--- src/rtl/life_pkg.sv ---
// Shared definitions for the Game-of-Life engine: grid defaults, FSM states,
// B3/S23 rule constants and the flat cell-index helper.
package life_pkg;

   localparam int unsigned DEF_GRID_W = 10;
   localparam int unsigned DEF_GRID_H = 10;

   typedef enum logic [1:0] {
      IDLE,
      COMPUTE,
      COMMIT
   } state_e;

   localparam logic [3:0] BIRTH_CNT  = 4'd3;
   localparam logic [3:0] SURVIVE_LO = 4'd2;
   localparam logic [3:0] SURVIVE_HI = 4'd3;

   function automatic int unsigned cell_idx(input int unsigned x,
                                            input int unsigned y,
                                            input int unsigned w);
      return x + y * w;
   endfunction

endpackage

--- src/rtl/life_row_next.sv ---
// Combinational next-state for one grid row from the rows above, at and below it.
module life_row_next
   import life_pkg::*;
#(
   parameter int unsigned GRID_W = DEF_GRID_W
) (
   input  logic              wrap,
   input  logic [GRID_W-1:0] row_above,
   input  logic [GRID_W-1:0] row_cur,
   input  logic [GRID_W-1:0] row_below,
   output logic [GRID_W-1:0] row_next
);

   // Each row padded with one column per side: bit c+1 is column c,
   // pads hold the opposite edge column when wrapping, else dead.
   logic [GRID_W+1:0] ext_a;
   logic [GRID_W+1:0] ext_c;
   logic [GRID_W+1:0] ext_b;

   always_comb begin
      ext_a = {wrap & row_above[0], row_above, wrap & row_above[GRID_W-1]};
      ext_c = {wrap & row_cur[0],   row_cur,   wrap & row_cur[GRID_W-1]};
      ext_b = {wrap & row_below[0], row_below, wrap & row_below[GRID_W-1]};
   end

   for (genvar c = 0; c < GRID_W; c++) begin : g_cell
      logic [3:0] cnt;

      assign cnt = 4'(ext_a[c]) + 4'(ext_a[c+1]) + 4'(ext_a[c+2])
                 + 4'(ext_c[c])                  + 4'(ext_c[c+2])
                 + 4'(ext_b[c]) + 4'(ext_b[c+1]) + 4'(ext_b[c+2]);

      assign row_next[c] = (cnt == BIRTH_CNT)
                        || (row_cur[c] && ((cnt == SURVIVE_LO) || (cnt == SURVIVE_HI)));
   end

endmodule

--- src/rtl/life_engine.sv ---
// Game-of-Life state engine: holds the cell map, applies cursor edits in IDLE
// and computes the next generation one row per cycle into a shadow map.
module life_engine
   import life_pkg::*;
#(
   parameter int unsigned                  GRID_W   = DEF_GRID_W,
   parameter int unsigned                  GRID_H   = DEF_GRID_H,
   parameter logic [GRID_W*GRID_H-1:0]     INIT_MAP = '0,
   parameter bit                           WRAP     = 1'b0
) (
   input  logic                     clk,
   input  logic                     reset_n,
   input  logic                     step,
   input  logic                     toggle,
   input  logic                     clear,
   input  logic [3:0]               cur_x,
   input  logic [3:0]               cur_y,
   output logic [GRID_W*GRID_H-1:0] grid_map,
   output logic                     busy,
   output logic                     done,
   output logic [15:0]              generation
);

   localparam int unsigned   N        = GRID_W * GRID_H;
   localparam int unsigned   RW       = (GRID_H > 1) ? $clog2(GRID_H) : 1;
   localparam logic [RW-1:0] LAST_ROW = RW'(GRID_H - 1);

   state_e              state_q, state_d;
   logic [N-1:0]        map_q, map_d;
   logic [GRID_W-1:0]   next_q [GRID_H];
   logic [GRID_W-1:0]   next_d [GRID_H];
   logic [15:0]         gen_q, gen_d;
   logic [RW-1:0]       row_q, row_d;
   logic                busy_q, busy_d;
   logic                done_q, done_d;

   logic [GRID_W-1:0]   map_rows [GRID_H];
   logic [N-1:0]        next_flat;
   logic [N-1:0]        tog_mask;
   logic [GRID_W-1:0]   row_up, row_mid, row_dn, row_new;

   // Out-of-range cursors simply match no mask bit, so the toggle is a no-op.
   for (genvar r = 0; r < GRID_H; r++) begin : g_row
      assign map_rows[r]                    = map_q[r*GRID_W +: GRID_W];
      assign next_flat[r*GRID_W +: GRID_W]  = next_q[r];
      for (genvar c = 0; c < GRID_W; c++) begin : g_col
         assign tog_mask[cell_idx(c, r, GRID_W)] = (cur_x == 4'(c)) && (cur_y == 4'(r));
      end
   end

   always_comb begin
      row_up  = '0;
      row_dn  = '0;
      row_mid = map_rows[row_q];
      if (row_q == '0) begin
         if (WRAP) row_up = map_rows[LAST_ROW];
      end else begin
         row_up = map_rows[row_q - 1'b1];
      end
      if (row_q == LAST_ROW) begin
         if (WRAP) row_dn = map_rows[0];
      end else begin
         row_dn = map_rows[row_q + 1'b1];
      end
   end

   life_row_next #(
      .GRID_W (GRID_W)
   ) u_row_next (
      .wrap      (WRAP),
      .row_above (row_up),
      .row_cur   (row_mid),
      .row_below (row_dn),
      .row_next  (row_new)
   );

   always_comb begin
      state_d = state_q;
      map_d   = map_q;
      next_d  = next_q;
      gen_d   = gen_q;
      row_d   = row_q;
      busy_d  = busy_q;
      done_d  = 1'b0;
      unique case (state_q)
         IDLE: begin
            if (clear) begin
               map_d = '0;
               gen_d = '0;
            end else if (step) begin
               row_d   = '0;
               busy_d  = 1'b1;
               state_d = COMPUTE;
            end else if (toggle) begin
               map_d = map_q ^ tog_mask;
            end
         end
         COMPUTE: begin
            next_d[row_q] = row_new;
            if (row_q == LAST_ROW) begin
               state_d = COMMIT;
            end else begin
               row_d = row_q + 1'b1;
            end
         end
         COMMIT: begin
            map_d   = next_flat;
            gen_d   = gen_q + 16'd1;
            done_d  = 1'b1;
            busy_d  = 1'b0;
            state_d = IDLE;
         end
         default: state_d = IDLE;
      endcase
   end

   always_ff @(posedge clk or negedge reset_n) begin
      if (!reset_n) begin
         state_q <= IDLE;
         map_q   <= INIT_MAP;
         next_q  <= '{default: '0};
         gen_q   <= '0;
         row_q   <= '0;
         busy_q  <= 1'b0;
         done_q  <= 1'b0;
      end else begin
         state_q <= state_d;
         map_q   <= map_d;
         next_q  <= next_d;
         gen_q   <= gen_d;
         row_q   <= row_d;
         busy_q  <= busy_d;
         done_q  <= done_d;
      end
   end

   assign grid_map   = map_q;
   assign busy       = busy_q;
   assign done       = done_q;
   assign generation = gen_q;

endmodule

--- config.mk ---
export PLATFORM = sky130hd
export DESIGN_NAME = life_engine
export DESIGN_NICKNAME = d
export VERILOG_FILES = /design/src/rtl/life_pkg.sv /design/src/rtl/life_row_next.sv /design/src/rtl/life_engine.sv
export SDC_FILE = /design/constraint.sdc
export NUM_CORES = 1
export LEC_CHECK = 0
export ABC_AREA = 0
export CAP_MARGIN = 20
export CORE_MARGIN = 8
export CORE_UTILIZATION = 36
export DETAILED_ROUTE_END_ITERATION = 6
export SLEW_MARGIN = 0
export SYNTH_ARGS = -nofsm -noshare
export SYNTH_HDL_FRONTEND = slang
export SYNTH_SLANG_ARGS = --single-unit
--- constraint.sdc ---
create_clock -name clk -period 6.2 [get_ports clk]
set_clock_uncertainty 0.2 [all_clocks]
set_input_delay 1.24 -clock clk [delete_from_list [all_inputs] [get_ports clk]]
set_output_delay 1.24 -clock clk [all_outputs]
set_load 0.1 [all_outputs]
==> flow_summary.html <==
<table>
<tr><th>Metric</th><th>Value</th></tr>
<tr><th colspan="2">Outcome</th></tr>
<tr><td>Outcome</td><td>complete, but fails checks</td></tr>
<tr><td>Violated checks</td><td>DRC</td></tr>
<tr><th colspan="2">Worst setup path</th></tr>
<tr><td>Critical path required time</td><td>6.47 ns</td></tr>
<tr><td>Crit path top cell by count</td><td>sky130_fd_sc_hd__fa_1</td></tr>
<tr><td>Sort of element at the end of the critical path</td><td>flop</td></tr>
<tr><td>Delay of the slowest cell on the worst path</td><td>0.60 ns</td></tr>
<tr><td>Setup Crit Path Kind</td><td>reg2reg</td></tr>
<tr><td>Largest delay contributor family on the critical path</td><td>adder cells</td></tr>
<tr><td>Arrival @ worst endpoint</td><td>6.14 ns</td></tr>
<tr><td>Largest fanout on the critical path</td><td>14</td></tr>
<tr><td>Worst path bufs/invs</td><td>5</td></tr>
<tr><td>Crit path cell chain</td><td>inv_2, ha_1, buf_4, mux2i_1, a31oi_1, o2bb2ai_2, and2_1, ha_1, inv_1, fa_1, inv_1, fa_1, inv_1, fa_1, fa_1, nor2_1, a31oi_1, a311o_2, o21ai_0</td></tr>
<tr><td>Kind of start point of the critical path</td><td>flop</td></tr>
<tr><td>Setup slack of the most critical reg-to-reg path</td><td>0.33 ns</td></tr>
<tr><td>Critical-path cell with the highest stage delay</td><td>sky130_fd_sc_hd__ha_1</td></tr>
<tr><th colspan="2">Clock network</th></tr>
<tr><td>TritonCTS sink count</td><td>224</td></tr>
<tr><td>Number of H-tree levels</td><td>1</td></tr>
<tr><td>Clock tree from TritonCTS</td><td>done</td></tr>
<tr><td>Inserted Clock Buffers</td><td>27</td></tr>
<tr><td>Clock tree buffer depth</td><td>3</td></tr>
<tr><td>Source-to-sink clock delay at the later pin of the worst-skew pair</td><td>0.57 ns</td></tr>
<tr><td>Number of hold buffers added after CTS</td><td>0</td></tr>
<tr><td>Clock edge transition at the registers on the reported setup and hold paths</td><td>0.06 ns</td></tr>
<tr><td>Post-CTS setup repair buffer count</td><td>0</td></tr>
<tr><td>Clock root cell</td><td>sky130_fd_sc_hd__clkbuf_16</td></tr>
<tr><th colspan="2">Yosys</th></tr>
<tr><td>Warnings from Yosys</td><td>0</td></tr>
<tr><td>Synth Cell Area</td><td>14440 µm²</td></tr>
<tr><td>Number of enable-type register cells in the synthesized netlist</td><td>0</td></tr>
<tr><td>Post-synth top flop</td><td>sky130_fd_sc_hd__dfrtp_1</td></tr>
<tr><td>Share of flip-flops with an asynchronous set or reset</td><td>1.000</td></tr>
<tr><td>Number of instances in the synthesized netlist</td><td>1624</td></tr>
<tr><td>Count of different cell masters after synthesis</td><td>62</td></tr>
<tr><td>Synthesized net count</td><td>1706</td></tr>
<tr><td>Part of the Yosys area used for sequential elements</td><td>0.3881</td></tr>
<tr><td>Count of state elements after synthesis</td><td>224</td></tr>
<tr><td>Avg Cell Area, Syn</td><td>8.893 µm²</td></tr>
<tr><th colspan="2">Routing</th></tr>
<tr><td>Detailed-route wire length</td><td>59520 µm</td></tr>
<tr><td>Avg Vias per Cell</td><td>6.131</td></tr>
<tr><td>First drt pass iteration count</td><td>7</td></tr>
<tr><td>Routed wirelength normalized by instance count</td><td>26.58 µm</td></tr>
<tr><td>Count of unresolved DRC violations after routing</td><td>4</td></tr>
<tr><td>Initial DRC count</td><td>1548</td></tr>
<tr><td>Total number of vias</td><td>13730</td></tr>
<tr><td>Detail Route Antenna Nets</td><td>0</td></tr>
<tr><th colspan="2">Power and ir drop</th></tr>
<tr><td>VDD IR-drop max</td><td>0.2185 mV</td></tr>
<tr><td>Internal power</td><td>3.733 mW</td></tr>
<tr><td>Net switching power of the design</td><td>3.235 mW</td></tr>
<tr><td>Pwr per Cell Area</td><td>408.2 nW/µm²</td></tr>
<tr><td>Share of total power consumed by net switching</td><td>0.4642</td></tr>
<tr><td>Combinational share of power</td><td>0.501</td></tr>
<tr><td>Share of total power in sequential cells</td><td>0.274</td></tr>
<tr><td>Clock share of power</td><td>0.226</td></tr>
<tr><td>Leakage power of the design</td><td>6.769 nW</td></tr>
<tr><th colspan="2">Die</th></tr>
<tr><td>Vertical extent of the die</td><td>216.3 µm</td></tr>
<tr><td>Initial Utilization</td><td>0.3643</td></tr>
<tr><td>DIE WIDTH</td><td>216.3 µm</td></tr>
<tr><td># IOs</td><td>131</td></tr>
<tr><td>Placement row count</td><td>73</td></tr>
<tr><td>Area of the core</td><td>39640 µm²</td></tr>
<tr><td>Area enclosed by the die boundary</td><td>46780 µm²</td></tr>
<tr><th colspan="2">Place</th></tr>
<tr><td>Port-buffer cells</td><td>130</td></tr>
<tr><td>Routability-driven placement congestion ratio</td><td>1.027</td></tr>
<tr><td>Detailed placement HPWL</td><td>41840 µm</td></tr>
<tr><th colspan="2">Final layout</th></tr>
<tr><td>Area used by multi-input combinational logic</td><td>8110 µm²</td></tr>
<tr><td>Count of nets after finishing</td><td>1778</td></tr>
<tr><td>Area delta synth-&gt;final</td><td>18.19%</td></tr>
<tr><td>Storage element area</td><td>5610 µm²</td></tr>
<tr><td>Filler cell count</td><td>3955</td></tr>
<tr><td>Ratio of cells with drive above 1 in the final layout</td><td>0.08051</td></tr>
<tr><td>Core utilization of the finished layout</td><td>0.4306</td></tr>
<tr><td>Diodes inserted</td><td>0</td></tr>
<tr><th colspan="2">STA</th></tr>
<tr><td>Min Clock Period, post-route</td><td>5.874 ns</td></tr>
<tr><td>Final TNS setup</td><td>0 ns</td></tr>
<tr><td>Actual slew at the worst max-slew pin</td><td>1.120 ns</td></tr>
<tr><td>Slew HR</td><td>0.2535</td></tr>
<tr><td>Final setup violation count</td><td>0</td></tr>
<tr><td>Number of max-slew violations in the final report</td><td>0</td></tr>
<tr><td>Fmax</td><td>0.1703 GHz</td></tr>
<tr><td>Number of hold violations in the final report</td><td>0</td></tr>
<tr><td>Setup repair after global routing missed its margin</td><td>false</td></tr>
<tr><td>Part of the cycle the worst path needs</td><td>0.9473</td></tr>
<tr><th colspan="2">Global routing</th></tr>
<tr><td>Combined global-route utilization of all metal layers</td><td>0.2482</td></tr>
<tr><td>Global-route wire length before repair</td><td>89050 µm</td></tr>
<tr><td>Largest net degree at the start of global routing</td><td>123</td></tr>
<tr><td>Number of antenna violations at the first check in global routing</td><td>0</td></tr>
<tr><td>Gr ovfl total</td><td>0</td></tr>
<tr><td>Number of global-route vias before repair</td><td>13300</td></tr>
<tr><th colspan="2">Job</th></tr>
<tr><td>Number of max-cap violations</td><td>0</td></tr>
<tr><th colspan="2">Hold path</th></tr>
<tr><td>Tightest Hold Check Type</td><td>reg2reg</td></tr>
</table>
## registers in the layout (all words and copies together), names as in the netlist
name / count
grid_map: 100
state_q: 2
busy: 1
generation: 16
done: 1
row_q: 4
next_flat: 100
## power by group through the flow
stage | sequential, mW | clock (mW) | combinational [mW]
after floorplan | 2.06 | 0 | 2.18
after global placement | 1.92 | 0 | 3.36
after detailed placement | 1.92 | 0 | 3.41
after CTS | 1.90 | 1.60 | 3.43
after global routing | 1.94 | 1.65 | 3.77
final | 1.91 | 1.57 | 3.49
## placed cells by master (no fill, tap or decap), drive strengths merged, types with 9 or more instances in the layout
cell type / netlist / final
o21ai: 306 / 306
dfrtp: 224 / 224
a21oi: 187 / 187
nand2: 177 / 177
clkdlybuf4s50: 0 / 129
mux2i: 95 / 95
nor4: 82 / 82
nor2: 58 / 58
inv: 52 / 53
buf: 31 / 44
clkbuf: 99 / 41
fa: 36 / 36
ha: 33 / 33
mux4: 20 / 20
nand2b: 19 / 19
nor3: 17 / 17
nor2b: 16 / 16
and2: 15 / 15
o22ai: 14 / 14
nand3: 13 / 13
a22oi: 10 / 10
a32oi: 10 / 10
a221oi: 10 / 10
o311ai: 9 / 9
## logic make-up (layout without fill, tap and decap cells)
family	Yosys count	in the layout	synth area share
adders and majority gates	69	69	0.07849
xor gates and xnor gates	12	12	0.008316
DFF	224	224	0.3881
buffers and inverters	182	272	0.05345
muxes	122	122	0.1025
and+or+nand+nor	426	426	0.1437
AOI/OAI and AO/OA	589	589	0.2254
## area by class of cell
cell class                      count  share of cell area
Clock buffer                       41             0.04618
Clock inverter                      6            0.004398
Inverter                           52             0.01173
Multi-Input combinational cell   1218              0.4751
Sequential cell                   224              0.3287
Tap cell                          525             0.03848
Timing Repair Buffer              173             0.09543
## worst min-delay path, stage by stage (launching register included)
cell and delay (ns):
sky130_fd_sc_hd__dfrtp_1 0.34, sky130_fd_sc_hd__nand2_1 0.04, sky130_fd_sc_hd__o21ai_0 0.06
## Yosys cell counts, types with 16 or more instances
cell type	count	area (µm²)
sky130_fd_sc_hd__buf_2	16	80.08
sky130_fd_sc_hd__o21ai_0	244	1221
sky130_fd_sc_hd__nand2_1	177	664.4
sky130_fd_sc_hd__a21oi_1	187	935.9
sky130_fd_sc_hd__nand2b_1	19	118.9
sky130_fd_sc_hd__mux2i_1	95	950.9
sky130_fd_sc_hd__mux4_2	20	450.4
sky130_fd_sc_hd__nor2_1	58	217.7
sky130_fd_sc_hd__nor2b_1	16	100.1
sky130_fd_sc_hd__o21ai_1	62	310.3
sky130_fd_sc_hd__ha_1	33	412.9
sky130_fd_sc_hd__fa_1	36	720.7
sky130_fd_sc_hd__inv_1	49	183.9
sky130_fd_sc_hd__clkbuf_1	99	371.6
sky130_fd_sc_hd__nor4_1	81	506.7
sky130_fd_sc_hd__dfrtp_1	224	5605
## metrics by stage
stage                     cell area (µm²)  instances  power (mW)  hold WS [ns]  worst slack [ns]
final                               17070       2239       6.967        0.2804            0.3265
after global routing                17070       2239       7.354        0.2995           0.04376
after CTS                           17050       2238       6.924        0.2836            0.1336
after detailed placement            16180       2191       5.331        0.2702            0.1125
after global placement              16180       2190       5.278        0.2621            0.2334
after floorplan                     14440       1624       4.242        0.2497            0.8658
## repair_timing
item | CTS | global route
setup endpoints to repair | 0 | 47
resized for setup | 0 | 7
hold endpoints to repair | 0 | 0
## worst paths after layout
kind / from / endpoint / depth (start not counted)
min in group asynchronous: reset_n / grid_map[19]$_DFFE_PN0P_ / 1
max reg2reg: row_q[0]$_DFFE_PN0P_ / next_flat[27]$_DFFE_PN0P_ / 19
max: row_q[0]$_DFFE_PN0P_ / next_flat[27]$_DFFE_PN0P_ / 19
max in group asynchronous: reset_n / grid_map[89]$_DFFE_PN0P_ / 2
min reg2reg: next_flat[50]$_DFFE_PN0P_ / next_flat[50]$_DFFE_PN0P_ / 2
min: next_flat[50]$_DFFE_PN0P_ / next_flat[50]$_DFFE_PN0P_ / 2
## layer usage
layer | global-route usage | vias to the layer above | share of wire
met3 | 0.05153 | 161 | 0.093
met2 | 0.3727 | 750 | 0.43
met1 | 0.3375 | 6722 | 0.42
li1 | - | 6095 | -
met4 | 0.1202 | 0 | 0.057
met5 | 0 | - | 0
(Power assumes the default switching activity.)
